### config.mk
export PLATFORM = sky130hd
export DESIGN_NAME = mac_hdr_addr_hasher
export DESIGN_NICKNAME = d
export VERILOG_FILES = /design/src/rtl/mac_hasher_pkg.sv /design/src/rtl/mac_addr_hash.sv /design/src/rtl/mac_hdr_addr_hasher.sv
export SDC_FILE = /design/constraint.sdc
export NUM_CORES = 1
export LEC_CHECK = 0
export ABC_AREA = 1
export BUFFER_PORTS_ARGS = -buffer_cell sky130_fd_sc_hd__buf_4
export CAP_MARGIN = 20
export CORE_MARGIN = 2
export CORE_UTILIZATION = 41
export CTS_BUF_LIST = sky130_fd_sc_hd__clkbuf_2 sky130_fd_sc_hd__clkbuf_4 sky130_fd_sc_hd__clkbuf_8
export DETAILED_ROUTE_END_ITERATION = 6
export GPL_TIMING_DRIVEN = 0
export PLACE_DENSITY_LB_ADDON = 0.1
export SETUP_SLACK_MARGIN = 0.15
export SLEW_MARGIN = 20
export SYNTH_ARGS = -nofsm -noshare
export SYNTH_HDL_FRONTEND = slang
export SYNTH_HIERARCHICAL = 1
export SYNTH_SLANG_ARGS = --single-unit
export TNS_END_PERCENT = 10
### constraint.sdc
create_clock -name iclk -period 4.26 [get_ports iclk]
set_input_delay 0.639 -clock iclk [delete_from_list [all_inputs] [get_ports iclk]]
set_output_delay 0.639 -clock iclk [all_outputs]
set_load 0.03 [all_outputs]
### src/rtl/mac_hasher_pkg.sv
// Shared definitions for the MAC header address hasher and the MAC lookup memory model:
// FSM state encoding, CRC-32 constants and the fold-XOR / CRC-32 helper functions.
package mac_hasher_pkg;

  typedef enum logic [1:0] {
    IDLE = 2'd0,
    DA   = 2'd1,
    SA   = 2'd2,
    TAIL = 2'd3
  } hasher_state_t;

  localparam logic [31:0] CRC32_POLY = 32'h04C11DB7;
  localparam logic [31:0] CRC32_INIT = 32'hFFFFFFFF;

  localparam int unsigned MAC_MAX_W = 128;
  localparam int unsigned IDX_W     = $clog2(MAC_MAX_W);

  // Bit i of the MAC lands in address bit i % size_out, which is the XOR of LSB-aligned chunks.
  function automatic logic [MAC_MAX_W-1:0] fold_xor(input logic [MAC_MAX_W-1:0] mac,
                                                    input int unsigned size_in,
                                                    input int unsigned size_out);
    logic [MAC_MAX_W-1:0] r;
    r = '0;
    for (int unsigned i = 0; i < MAC_MAX_W; i++)
      if (i < size_in) r[IDX_W'(i % size_out)] ^= mac[IDX_W'(i)];
    return r;
  endfunction

  function automatic logic [31:0] crc32_step(input logic [31:0]          crc,
                                             input logic [MAC_MAX_W-1:0] data,
                                             input int unsigned          width);
    logic [31:0] c;
    logic        fb;
    c = crc;
    for (int unsigned i = 0; i < MAC_MAX_W; i++)
      if (i < width) begin
        fb = c[31] ^ data[IDX_W'(width - 1 - i)];
        c  = {c[30:0], 1'b0} ^ (fb ? CRC32_POLY : 32'h0);
      end
    return c;
  endfunction

endpackage

### src/rtl/mac_addr_hash.sv
// Per-MAC hash engine: absorbs one MAC a beat at a time (MS beat first) and presents its address.
// Fold-XOR by default; low bits of a per-beat CRC-32 when MAC_HASH_CRC_EN is defined.
module mac_addr_hash
  import mac_hasher_pkg::*;
#(
  parameter int unsigned pDATA_WIDTH = 8,
  parameter int unsigned pSIZE_IN    = 48,
  parameter int unsigned pSIZE_OUT   = 14
) (
  input  logic                   clk,
  input  logic                   rst,
  input  logic                   en,
  input  logic                   first,
  input  logic [pDATA_WIDTH-1:0] data,
  output logic [pSIZE_OUT-1:0]   hash
);

`ifdef MAC_HASH_CRC_EN
  if (pSIZE_OUT > 32 || pSIZE_OUT > pSIZE_IN) begin : g_chk_crc_w
    $error("mac_addr_hash: CRC hash needs pSIZE_OUT <= 32 and <= pSIZE_IN");
  end

  logic [31:0] crc;

  always_ff @(posedge clk) begin
    if (rst)
      crc <= CRC32_INIT;
    else if (en)
      crc <= crc32_step(first ? CRC32_INIT : crc, MAC_MAX_W'(data), pDATA_WIDTH);
  end

  assign hash = crc[pSIZE_OUT-1:0];
`else
  logic [pSIZE_IN-1:0] mac;

  // The first beat clears older bits so the truncating shift also covers pDATA_WIDTH == pSIZE_IN.
  always_ff @(posedge clk) begin
    if (rst)
      mac <= '0;
    else if (en)
      mac <= pSIZE_IN'({first ? {pSIZE_IN{1'b0}} : mac, data});
  end

  assign hash = pSIZE_OUT'(fold_xor(MAC_MAX_W'(mac), pSIZE_IN, pSIZE_OUT));
`endif

endmodule

### src/rtl/mac_hdr_addr_hasher.sv
// Captures DA and SA of each framed header, hashes both and offers them as a pair on valid/ready.
// Hash selection: fold-XOR by default, CRC-32 when MAC_HASH_CRC_EN is defined.
module mac_hdr_addr_hasher
  import mac_hasher_pkg::*;
#(
  parameter int unsigned pDATA_WIDTH = 8,
  parameter int unsigned pSIZE_IN    = 48,
  parameter int unsigned pSIZE_OUT   = 14
) (
  input  logic                   iclk,
  input  logic                   irst,
  input  logic [pDATA_WIDTH-1:0] idata,
  input  logic                   ivalid,
  input  logic                   isop,
  input  logic                   ieop,
  output logic [pSIZE_OUT-1:0]   oaddr_da,
  output logic [pSIZE_OUT-1:0]   oaddr_sa,
  output logic                   ovalid,
  input  logic                   iready,
  output logic                   oerr,
  output logic                   oovf
);

  localparam int unsigned     BEATS = pSIZE_IN / pDATA_WIDTH;
  localparam int unsigned     CNT_W = (BEATS > 1) ? $clog2(BEATS) : 1;
  localparam logic [CNT_W-1:0] LAST = CNT_W'(BEATS - 1);

  if (pSIZE_IN % pDATA_WIDTH != 0) begin : g_chk_beats
    $error("mac_hdr_addr_hasher: pSIZE_IN must be a multiple of pDATA_WIDTH");
  end
  if (pSIZE_OUT < 1 || pSIZE_OUT > pSIZE_IN) begin : g_chk_out
    $error("mac_hdr_addr_hasher: pSIZE_OUT must be in 1..pSIZE_IN");
  end

  hasher_state_t         state;
  logic [CNT_W-1:0]      cnt;
  logic                  pair_done;
  logic                  da_en;
  logic                  sa_en;
  logic                  sa_first;
  logic [pSIZE_OUT-1:0]  hash_da;
  logic [pSIZE_OUT-1:0]  hash_sa;

  assign da_en    = ivalid & (isop | (state == DA));
  assign sa_en    = ivalid & ~isop & (state == SA);
  assign sa_first = (cnt == '0);

  mac_addr_hash #(
    .pDATA_WIDTH(pDATA_WIDTH),
    .pSIZE_IN   (pSIZE_IN),
    .pSIZE_OUT  (pSIZE_OUT)
  ) u_hash_da (
    .clk  (iclk),
    .rst  (irst),
    .en   (da_en),
    .first(isop),
    .data (idata),
    .hash (hash_da)
  );

  mac_addr_hash #(
    .pDATA_WIDTH(pDATA_WIDTH),
    .pSIZE_IN   (pSIZE_IN),
    .pSIZE_OUT  (pSIZE_OUT)
  ) u_hash_sa (
    .clk  (iclk),
    .rst  (irst),
    .en   (sa_en),
    .first(sa_first),
    .data (idata),
    .hash (hash_sa)
  );

  always_ff @(posedge iclk) begin
    if (irst) begin
      state     <= IDLE;
      cnt       <= '0;
      pair_done <= 1'b0;
      oerr      <= 1'b0;
    end else begin
      pair_done <= 1'b0;
      oerr      <= 1'b0;
      if (ivalid) begin
        if (isop) begin
          // The sop beat is DA beat 0, wherever the FSM was.
          if (ieop) begin
            oerr  <= 1'b1;
            state <= IDLE;
            cnt   <= '0;
          end else if (LAST == '0) begin
            state <= SA;
            cnt   <= '0;
          end else begin
            state <= DA;
            cnt   <= CNT_W'(1);
          end
        end else begin
          case (state)
            DA: begin
              if (ieop) begin
                oerr  <= 1'b1;
                state <= IDLE;
                cnt   <= '0;
              end else if (cnt == LAST) begin
                state <= SA;
                cnt   <= '0;
              end else begin
                cnt <= cnt + CNT_W'(1);
              end
            end
            SA: begin
              if (cnt == LAST) begin
                pair_done <= 1'b1;
                state     <= ieop ? IDLE : TAIL;
                cnt       <= '0;
              end else if (ieop) begin
                oerr  <= 1'b1;
                state <= IDLE;
                cnt   <= '0;
              end else begin
                cnt <= cnt + CNT_W'(1);
              end
            end
            TAIL: begin
              if (ieop) state <= IDLE;
            end
            default: ;
          endcase
        end
      end
    end
  end

  // pair_done lags the last SA beat by one edge, so the engines' hashes are settled when loaded.
  always_ff @(posedge iclk) begin
    if (irst) begin
      ovalid   <= 1'b0;
      oaddr_da <= '0;
      oaddr_sa <= '0;
      oovf     <= 1'b0;
    end else begin
      oovf <= 1'b0;
      if (pair_done) begin
        if (ovalid & ~iready) begin
          oovf <= 1'b1;
        end else begin
          ovalid   <= 1'b1;
          oaddr_da <= hash_da;
          oaddr_sa <= hash_sa;
        end
      end else if (ovalid & iready) begin
        ovalid <= 1'b0;
      end
    end
  end

endmodule
==> results of run 1 <==
-- layout by cell type (no fill, tap or decap), types with 4 or more instances in the layout --
cell       Yosys  layout
nand2_1      206     206
nor2_1       170     170
dfxtp_1      133     133
inv_1        125     125
o21ai_0      104     104
a21oi_2       64      64
buf_4          4      48
a21oi_1       35      35
o21ai_1       26      26
nand3_1       23      23
clkbuf_8       0      19
buf_2         16      16
buf_6         14      14
xnor2_1       12      12
clkbuf_2       9       9
ha_1           6       6
inv_2          5       5
clkbuf_4       0       5
bufinv_16      0       4
clkbuf_1       4       4
-- final timing paths --
check | startpoint | end | slack [ps] | cells after the start
max reg2reg | state[0] | u_hash_sa/mac[44] | 2350 | 9
max | state[0] | u_hash_sa/mac[44] | 2350 | 9
min | irst | ovalid | 420 | 2
min reg2reg | u_hash_sa/mac[7] | u_hash_sa/mac[7] | 490 | 2
-- power groups by stage --
stage / Sequential, W / Clock (W) / Combinational (W)
floorplan: 0.00138 / 0 / 0.000292
global placement: 0.00140 / 0 / 0.000392
detailed placement: 0.00140 / 0 / 0.000393
CTS: 0.00137 / 0.00122 / 0.000396
global route: 0.00138 / 0.00128 / 0.000449
finish: 0.00137 / 0.00120 / 0.000394
-- cell type report --
| type | instances | area share, % |
|---|---|---|
| repair buffers | 44 | 4.29 |
| plain buffers | 47 | 4.26 |
| well taps | 216 | 3.51 |
| clock inverters | 8 | 1.92 |
| multi-input cells | 656 | 41.2 |
| flip-flops and latches | 133 | 34.6 |
| inverters | 130 | 6.34 |
| clock buffers | 24 | 3.89 |
-- worst register-to-register path, cell delays in order (launching register included) --
cell and delay (ps):
dfxtp_1 340, inv_1 100, ha_1 270, nand2_1 150, nor2_1 360, inv_2 70, buf_6 160, buf_6 170
a21oi_2 140, nor2_1 50
-- layer usage --
metal  GRT usage [%]  vias to the layer above  wire, um
li1                -                     3146         -
met1            28.7                     2687      8820
met2            34.2                      124      7890
met3            5.59                       19       866
met4            6.58                        0       341
met5               0                        -         0
-- cells by family after synthesis --
logic type | Yosys count | synth area share (%)
AO/OA/AOI/OAI | 231 | 21.1
adder cells (fa/ha/maj) | 6 | 1.13
AND/OR/NAND/NOR | 407 | 23.8
buffers and inverters | 177 | 12.3
flip-flops | 133 | 40.1
XOR/XNOR | 12 | 1.58
-- flip-flops by register name, indices dropped and copies added (netlist names) --
register	count
u_hash_da/mac	48
u_hash_sa/mac	48
oaddr_da	14
oaddr_sa	14
cnt	3
state	2
oerr	1
oovf	1
ovalid	1
pair_done	1
-- per-stage QoR --
| step | hold WS (ps) | cell area [um^2] | total power, W |
|---|---|---|---|
| floorplan | 460 | 6650 | 0.00167 |
| finish | 424 | 7690 | 0.00296 |
| global placement | 477 | 7250 | 0.00179 |
| CTS | 407 | 7690 | 0.00298 |
| detailed placement | 483 | 7250 | 0.00179 |
| global route | 395 | 7690 | 0.00311 |
==> key figures, run 1 <==
GRT
  – Vias in the first global route: ~5500
  – Initial antenna violation count: 0
  – All-layer global routing usage: between 20 and 25%
  – Overflow after GRT: 0
  – Pin count of the biggest net entering global routing: 17
  – First-pass GRT wire length: 29200 um

Floorplan
  – Die width: ~130 um
  – Core box area: ~0.016 mm^2
  – Cell row count: 46
  – Starting density of the core: between 40% and 50%
  – Die Y: about 130 um
  – Top Ports: 45
  – Full die area: 0.0172 mm^2

Critical path
  – Crit path DAT: 2260 ps
  – Crit Path Class: flop to flop
  – CP peak stage delay: around 360 ps
  – Crit path cell chain: inv_1 -> ha_1 -> nand2_1 -> nor2_1 -> inv_2 -> buf_6 -> buf_6 -> a21oi_2 -> nor2_1
  – Crit path buf inv count: 4
  – Max stage delay cell, worst path: nor2_1
  – Peak fanout along the critical path: 10
  – Crit. End Element: flop
  – Worst Setup Start Kind: flop
  – Worst Path Required: roughly 4600 ps
  – Top delay family on crit path: simple AND/OR/NAND/NOR gates

Placed design
  – DP Worst Slack: 2330 ps
  – DPL Wire Length: between 10000 and 15000 um
  – Placed insts: roughly 1200
  – RD Place Congestion: 0.801
  – Buffers added on ports: between 40 and 50

Power and ir drop
  – Seq pwr share: a little under half
  – Pint: approximately 0.0021 W
  – Psw: 0.000815 W
  – Switching portion of total power: between 20% and 30%
  – Worst VDD drop: 0.214 mV
  – Clk pwr share: around 41%
  – Combinational share of power: between 10% and 20%
  – Pwr/cell area: 385 mW/mm^2
  – Lkg Pwr: between 3 and 4 nW

STA
  – Final setup fails: 0
  – Final Max Slew Viols: 0
  – RSZ-0062 raised after global routing: no
  – Achievable Freq: 0.524 GHz
  – Worst Skew: roughly 13 ps
  – Total negative slack: 0 ps
  – Slew margin rel.: about two thirds
  – Fin crit period: approximately 1900 ps
  – Fin. Hold Viols: 0
  – Worst-Margin Slew: between 500 and 600 ps
  – Worst Setup Slack, final: 2350 ps
  – Fin crit share: around 45%

Synth
  – Ranking of synthesized cells by area: dfxtp_1 (40%), nand2_1 (12%), nor2_1 (9.6%)
  – Yosys Warn Count: 6
  – Dominant synthesized flop cell: dfxtp_1
  – Post-synth ARST share: 0%
  – Post-synthesis register bit count: ~130
  – Yosys cell types: 23
  – Syn_nets: 986
  – Yosys top cell area share: between 40% and 50%
  – Dominant cell type by area after synthesis: dfxtp_1
  – Cell with the most instances after synthesis: nand2_1
  – Sequential-to-total area share from yosys stat: 40.1%
  – Syn Area/Cell: 6.88 um^2
  – Post-synth EDFFs: 0
  – Post-synthesis cell area: 0.00665 mm^2
  – Syn Inst Count: 966
  – Most instantiated cells after synthesis: nand2_1 (206), nor2_1 (170), dfxtp_1 (133)

Final layout
  – Multi-input gate area: ~0.0032 mm^2
  – # nets final: around 1000
  – Layout cell share with drive strength beyond 1: a little under a fifth
  – ANT cells: 0
  – Finished Core Util: approximately half
  – Register cell area after layout: about 0.0027 mm^2
  – Fillers: around 1700
  – Area growth syn-to-layout: 15.8%
  – Finished Layout Cells: about 1300

Routing
  – Routed WL per cell: 14.2 um
  – DRT iter0 DRCs: between 300 and 400
  – DR vias: approximately 6000
  – Final wirelength: 17900 um
  – Routed Antenna Nets: 0
  – DR DRC count: 0
  – Via density per instance: 4.75
  – Total iterations of the first detailed-routing run: 4

Run
  – Max-cap violations: 0

Clock network
  – Hold-fix buffers, CTS: 0
  – CTS tree: yes
  – Clock slew at reported path FFs: approximately 80 ps
  – Clock Tree Buf Depth: 2
  – CTS Sinks: about 130
  – Num CTS Buffers: 17
  – H-tree levels: 4
  – Post-CTS Setup Inserts: 0
  – Root Driver: clkbuf_8
  – Latest clock arrival within the worst-skew pair: 450 ps
  – Post-cts sizing count: 0

Hold path
  – Min-Delay Path Class: primary input to flop

Run status
  – Status: completed
(Power assumes the default switching activity.)
==> run 2, diff against run 1 <==
==> constraint.sdc (replaced) <==
create_clock -name iclk -period 2 [get_ports iclk]
set_input_delay 0.3 -clock iclk [delete_from_list [all_inputs] [get_ports iclk]]
set_output_delay 0.3 -clock iclk [all_outputs]
set_load 0.03 [all_outputs]
==> run 2 against run 1 <==
Clock-buffer cell count unchanged; clock skew fell by 1.0 ps; via count rose by 0.50%; largest cell class unchanged.
==> key figures, run 2 (same netlist as run 1, synthesis figures left out) <==
Floorplan
  – Core box area: between 0.015 and 0.02 mm^2
  – Die Y: ~130 um
  – Top Ports: 45
  – Starting density of the core: a little over two fifths
  – Cell row count: 46
  – Full die area: ~0.017 mm^2
  – Die width: around 130 um

Critical path
  – Worst Path Required: 2350 ps
  – Crit path DAT: between 2000 and 2500 ps
  – Reg2Reg Depth: 9
  – Crit. End Element: flop
  – Peak fanout along the critical path: 10
  – Crit Path Class: flop to flop
  – Flop2flop setup slack: roughly 290 ps
  – Worst Setup Start Kind: flop

GRT
  – All-layer global routing usage: ~22%
  – Pin count of the biggest net entering global routing: 17
  – Overflow after GRT: 0
  – First-pass GRT wire length: around 29000 um
  – Vias in the first global route: between 5000 and 6000
  – Initial antenna violation count: 0

Final layout
  – # nets final: ~1000
  – Multi-input gate area: roughly 0.0032 mm^2
  – Register cell area after layout: ~0.0027 mm^2
  – Finished Cell Area: 0.00770 mm^2
  – ANT cells: 0
  – Largest registers: u_hash_da/mac (48), u_hash_sa/mac (48)
  – Finished Layout Cells: between 1000 and 1500
  – Most common cell after layout, fill and taps aside: nand2_1
  – Fillers: between 1500 and 2000
  – Layout cell share with drive strength beyond 1: a little under a fifth
  – Area growth syn-to-layout: 15.9%
  – Commonest non-fill, non-tap cells in the layout: nand2_1 (206), nor2_1 (169), dfxtp_1 (133)

Power and ir drop
  – Combinational share of power: between 10 and 15%
  – Worst VDD drop: approximately 0.45 mV
  – Psw: between 0.0015 and 0.002 W
  – Switching portion of total power: 27.5%
  – Pwr/cell area: slightly above 800 mW/mm^2
  – Lkg Pwr: 3.51 nW
  – Pint: between 0.004 and 0.005 W
  – Clk pwr share: 40.4%
  – Seq pwr share: a little under half

Routing
  – Final wirelength: around 18000 um
  – Total iterations of the first detailed-routing run: 5
  – Routed WL per cell: about 14 um
  – Routed Antenna Nets: 0
  – DR DRC count: 0
  – Via density per instance: roughly 4.8
  – DR vias: 6006
  – DRT iter0 DRCs: roughly 320

STA
  – Worst Skew: roughly 12 ps
  – Fin. Hold Viols: 0
  – Final Max Slew Viols: 0
  – Achievable Freq: 0.584 GHz
  – Slew margin rel.: ~67%
  – Min Hold Slack: between 80 and 90 ps
  – Final setup fails: 0
  – Total negative slack: 0 ps
  – Worst-Margin Slew: between 400 and 500 ps
  – Fin crit period: 1710 ps
  – Fin crit share: ~86%
  – RSZ-0062 raised after global routing: no
  – Worst Setup Slack, final: approximately 290 ps

Run status
  – Status: completed

Placed design
  – RD Place Congestion: 0.801
  – Post-DP Area: 0.00725 mm^2
  – DPL Wire Length: approximately 13000 um
  – Buffers added on ports: 44
  – DP Worst Slack: 100 ps
  – Placed insts: 1226

Run
  – Max-cap violations: 0

Clock network
  – Post-CTS Setup Inserts: 0
  – CTS Sinks: roughly 130
  – Latest clock arrival within the worst-skew pair: ~450 ps
  – Clock slew at reported path FFs: ~80 ps
  – H-tree levels: 4
  – CTS tree: yes
  – Root Driver: clkbuf_8
  – Num CTS Buffers: 17
  – Clock Tree Buf Depth: 2

Hold path
  – Worst Hold Depth: 2
  – Min-Delay Path Class: primary input to flop
## run 2: cell counts in the layout (fill, tap and decap cells not counted)
No cell type changed its count.
## run 2: power by group through the flow
stage          Clock (W)  Sequential, W  Combinational, W
3_3_place_gp           0        0.00297          0.000835
6_report         0.00255        0.00291          0.000844
2_1_floorplan          0        0.00293          0.000622
3_5_place_dp           0        0.00297          0.000838
4_1_cts          0.00260        0.00291          0.000844
5_1_grt          0.00273        0.00293          0.000960
## run 2: repair_timing
item | CTS | global route
endpoints found under the setup margin | 37 | 48
gates resized for setup | 1 | 3
hold buffers | 0 | 0
## run 2: critical path, stage by stage (launching register included)
cell and delay [ps]:
dfxtp_1 340, inv_1 110, ha_2 250, nand2_1 170, nor2_4 190, inv_2 60, buf_6 150, buf_6 170
a21oi_2 130, nor2_1 50
## run 2: area by class of cell
class,instances,area share (%)
Tap cell,216,3.51
Clock buffer,24,3.88
Clock inverter,8,1.92
Buffer,47,4.26
Inverter,130,6.33
Sequential cell,133,34.6
Timing Repair Buffer,44,4.29
Multi-Input combinational cell,656,41.3
## run 2: worst paths after layout
check	startpoint	endpoint
worst max-delay path	state[0]	u_hash_sa/mac[44]
worst min-delay path	irst	ovalid
worst max register to register	state[0]	u_hash_sa/mac[44]
worst min register to register	u_hash_sa/mac[7]	u_hash_sa/mac[7]
## run 2: layer usage
metal / track usage (%) / up-vias / wire, um
li1: - / 3148 / -
met1: 28.7 / 2705 / 8810
met2: 34.2 / 133 / 7950
met3: 5.59 / 20 / 871
met4: 6.58 / 0 / 340
met5: 0 / - / 0
## run 2: per-stage QoR
| step | utilization (%) | power [W] |
|---|---|---|
| 6_report | 48.5 | 0.00630 |
| 5_1_grt | 48.5 | 0.00662 |
| 4_1_cts | 48.4 | 0.00636 |
| 3_3_place_gp | 45.6 | 0.00381 |
| 2_1_floorplan | - | 0.00356 |
| 3_5_place_dp | 45.6 | 0.00381 |
==> run 3, diff against run 2 <==
--- a/config.mk
+++ b/config.mk
@@ -5,7 +5,6 @@
 export SDC_FILE = /design/constraint.sdc
 export NUM_CORES = 1
 export LEC_CHECK = 0
-export ABC_AREA = 1
 export BUFFER_PORTS_ARGS = -buffer_cell sky130_fd_sc_hd__buf_4
 export CAP_MARGIN = 20
 export CORE_MARGIN = 2
==> run 3 against run 2 <==
Clock power shrank 12%; largest power group unchanged; wire length shrank 14%; largest cell class unchanged; critical endpoint is now u_hash_sa/mac[32]; sequential power shrank 7.9%; first-iteration DRC count grew 9.2%; critical path type unchanged.
==> key figures, run 3 <==
Run status
  – Status: completed

Synth
  – Yosys cell types: 43
  – Post-synthesis register bit count: 133
  – Simple-gate portion of the synthesized area: 23.5%
  – Most instantiated cells after synthesis: dfxtp_1 (133), a21oi_1 (112), nand2b_1 (80), nand3b_1 (80), xnor2_1 (56)
  – Syn_nets: between 600 and 700
  – Post-synthesis cell area: between 0.006 and 0.007 mm^2
  – Yosys top cell area share: between 40% and 50%
  – Mux cell area share after synthesis: approximately 3.0%
  – Post-Synth Adder-Cell Area: approximately 1.2%
  – Syn Inst Count: ~660
  – Dominant synthesized flop cell: dfxtp_1
  – Largest family of logic cells by synthesized area: simple AND/OR/NAND/NOR gates
  – Synth Area in Compound Gates: a little over an eighth
  – XOR/XNOR Fraction of Synth Area: about 9.8%
  – Post-synth ARST share: 0%
  – Ranking of synthesized cells by area: dfxtp_1 (44%), nand3b_1 (9.9%), a21oi_1 (9.2%)
  – Sequential-to-total area share from yosys stat: a little over two fifths
  – Post-synth EDFFs: 0
  – Syn Area/Cell: a little over 9 um^2
  – Dominant cell type by area after synthesis: dfxtp_1
  – Cell with the most instances after synthesis: dfxtp_1
  – Yosys Warn Count: 6

Floorplan
  – Die width: around 130 um
  – Top Ports: 45
  – Cell row count: 44
  – Core box area: approximately 0.015 mm^2
  – Full die area: roughly 0.016 mm^2
  – Die Y: between 100 and 150 um
  – Starting density of the core: between 40% and 50%

Final layout
  – Area growth syn-to-layout: 15.6%
  – Largest registers: u_hash_da/mac (48), u_hash_sa/mac (48)
  – ANT cells: 0
  – Fillers: between 1000 and 1500
  – Most common cell after layout, fill and taps aside: dfxtp_1
  – # nets final: approximately 750
  – Commonest non-fill, non-tap cells in the layout: dfxtp_1 (133), a21oi_1 (112), nand2b_1 (80), nand3b_1 (80), xnor2_1 (56)
  – Layout cell share with drive strength beyond 1: 15.7%
  – Finished Core Util: a little under 50%

Power and ir drop
  – Worst VDD drop: between 0.3 and 0.4 mV
  – Lkg Pwr: 2.39 nW
  – Pwr/cell area: about 740 mW/mm^2
  – Power, Total: ~0.0052 W

STA
  – Achievable Freq: roughly 0.57 GHz
  – Total negative slack: 0 ps
  – RSZ-0062 raised after global routing: yes
  – Final setup fails: 0
  – Worst-Margin Slew: around 460 ps
  – Fin. Hold Viols: 0
  – Fin crit share: ~87%
  – Final Max Slew Viols: 0
  – Worst Setup Slack, final: 255 ps
  – Fin crit period: between 1500 and 2000 ps
  – Slew margin rel.: 69.0%
  – Worst Skew: 11.8 ps

Critical path
  – CP peak stage delay: about 400 ps
  – Reg2Reg Depth: 6
  – Crit path cell chain: ha_2 -> and3_1 -> buf_4 -> clkbuf_1 -> nand2b_1 -> a21oi_1
  – Max stage delay cell, worst path: dfxtp_1
  – Flop2flop setup slack: around 250 ps
  – R2r startpoint: state[1]
  – Worst Path Required: between 2000 and 2500 ps
  – Worst Setup SP: state[1]
  – Crit Path Class: flop to flop
  – Worst Setup Start Kind: flop
  – Crit. End Element: flop
  – Worst r2r dst: u_hash_sa/mac[32]
  – Crit path capture: u_hash_sa/mac[32]
  – Peak fanout along the critical path: 10
  – Crit path DAT: about 2100 ps

Clock network
  – Clock slew at reported path FFs: 80 ps
  – Latest clock arrival within the worst-skew pair: roughly 450 ps
  – CTS tree: yes
  – Clock Tree Buf Depth: 2
  – Root Driver: clkbuf_8
  – CTS Sinks: about 130
  – H-tree levels: 4
  – Post-CTS Setup Inserts: 0
  – Num CTS Buffers: 17

Routing
  – Via density per instance: 5.12
  – DR vias: ~4700
  – DRT iter0 DRCs: 345
  – Final wirelength: 15500 um
  – Total iterations of the first detailed-routing run: 4
  – Routed Antenna Nets: 0
  – Routed WL per cell: 16.9 um
  – DR DRC count: 0

GRT
  – GR Util met3: 4.80%
  – All-layer global routing usage: around 20%
  – Overflow after GRT: 0
  – GR peak layer: met1
  – M1 GR Usage: between 20 and 30%
  – First-pass GRT wire length: ~25000 um
  – Vias in the first global route: 4513
  – M2 GR Usage: a little under 30%
  – Pin count of the biggest net entering global routing: 17
  – Initial antenna violation count: 0

Placed design
  – DPL Wire Length: 11400 um
  – DP Worst Slack: around 170 ps
  – RD Place Congestion: ~0.79
  – Buffers added on ports: between 40 and 50

Hold path
  – Min-Delay Path Class: primary input to flop

Run
  – Max-cap violations: 0
[run 3: power by group]
part / leakage, nW / internal [W] / switching [W]
Clock: 0.204 / 0.00124 / 0.00100
Combinational: 1.12 / 0.000125 / 0.000162
Sequential: 1.07 / 0.00266 / 0.0000175
[run 3: final cells by class]
type	count	area [um^2]	share of cell area, %
buffer	55	307	4.36
clock buffer	25	307	4.36
clock inverter	5	75.1	1.07
inverter	6	22.5	0.321
multi-input combinational	469	3090	44.0
sequential	133	2660	37.9
tap	184	230	3.28
timing repair buffer	44	330	4.70
[run 3: worst min-delay path by stage]
stage | from | endpoint | slack [ps] | depth (start not counted)
after floorplan | ieop | oerr | 430 | 2
after global placement | u_hash_sa/mac[42] | u_hash_sa/mac[42] | 470 | 2
after detailed placement | u_hash_sa/mac[46] | u_hash_sa/mac[46] | 470 | 2
after CTS | idata[5] | u_hash_da/mac[5] | 80 | 3
after global routing | idata[4] | u_hash_sa/mac[4] | 100 | 3
final | idata[5] | u_hash_da/mac[5] | 100 | 3
[run 3: cell families (layout without fill, tap and decap cells)]
group | count (synthesis) | count (layout)
AO/OA/AOI/OAI | 153 | 153
multiplexers | 18 | 18
buffers and inverters | 61 | 135
AND/OR/NAND/NOR | 224 | 224
XOR/XNOR | 68 | 68
adder cells (fa/ha/maj) | 6 | 6
flip-flops | 133 | 133
[run 3: worst max-delay path, delay by kind of cell, from the launching register on]
kind	cells	cell delay [ps]
buffers and inverters	2	490
flip-flops	1	400
AND/OR/NAND/NOR	2	400
adder cells (fa/ha/maj)	1	280
AO/OA/AOI/OAI	1	60
[run 3: metal layers]
layer	wire, um	up-vias
met1	8150	2224
met3	557	17
met4	190	0
met2	6630	82
met5	0	-
li1	-	2390
[run 3: per-stage QoR]
step / hold slack, ps / instance area [um^2] / cells
floorplan: 426 / 6080 / 663
global placement: 466 / 6640 / 891
detailed placement: 474 / 6640 / 891
CTS: 81.0 / 7020 / 921
global route: 103 / 7030 / 921
finish: 102 / 7030 / 921
[run 3: timing repair]
action	in CTS	in global routing
resized for setup	0	5
hold buffers	0	0
endpoints found under the setup margin	0	46
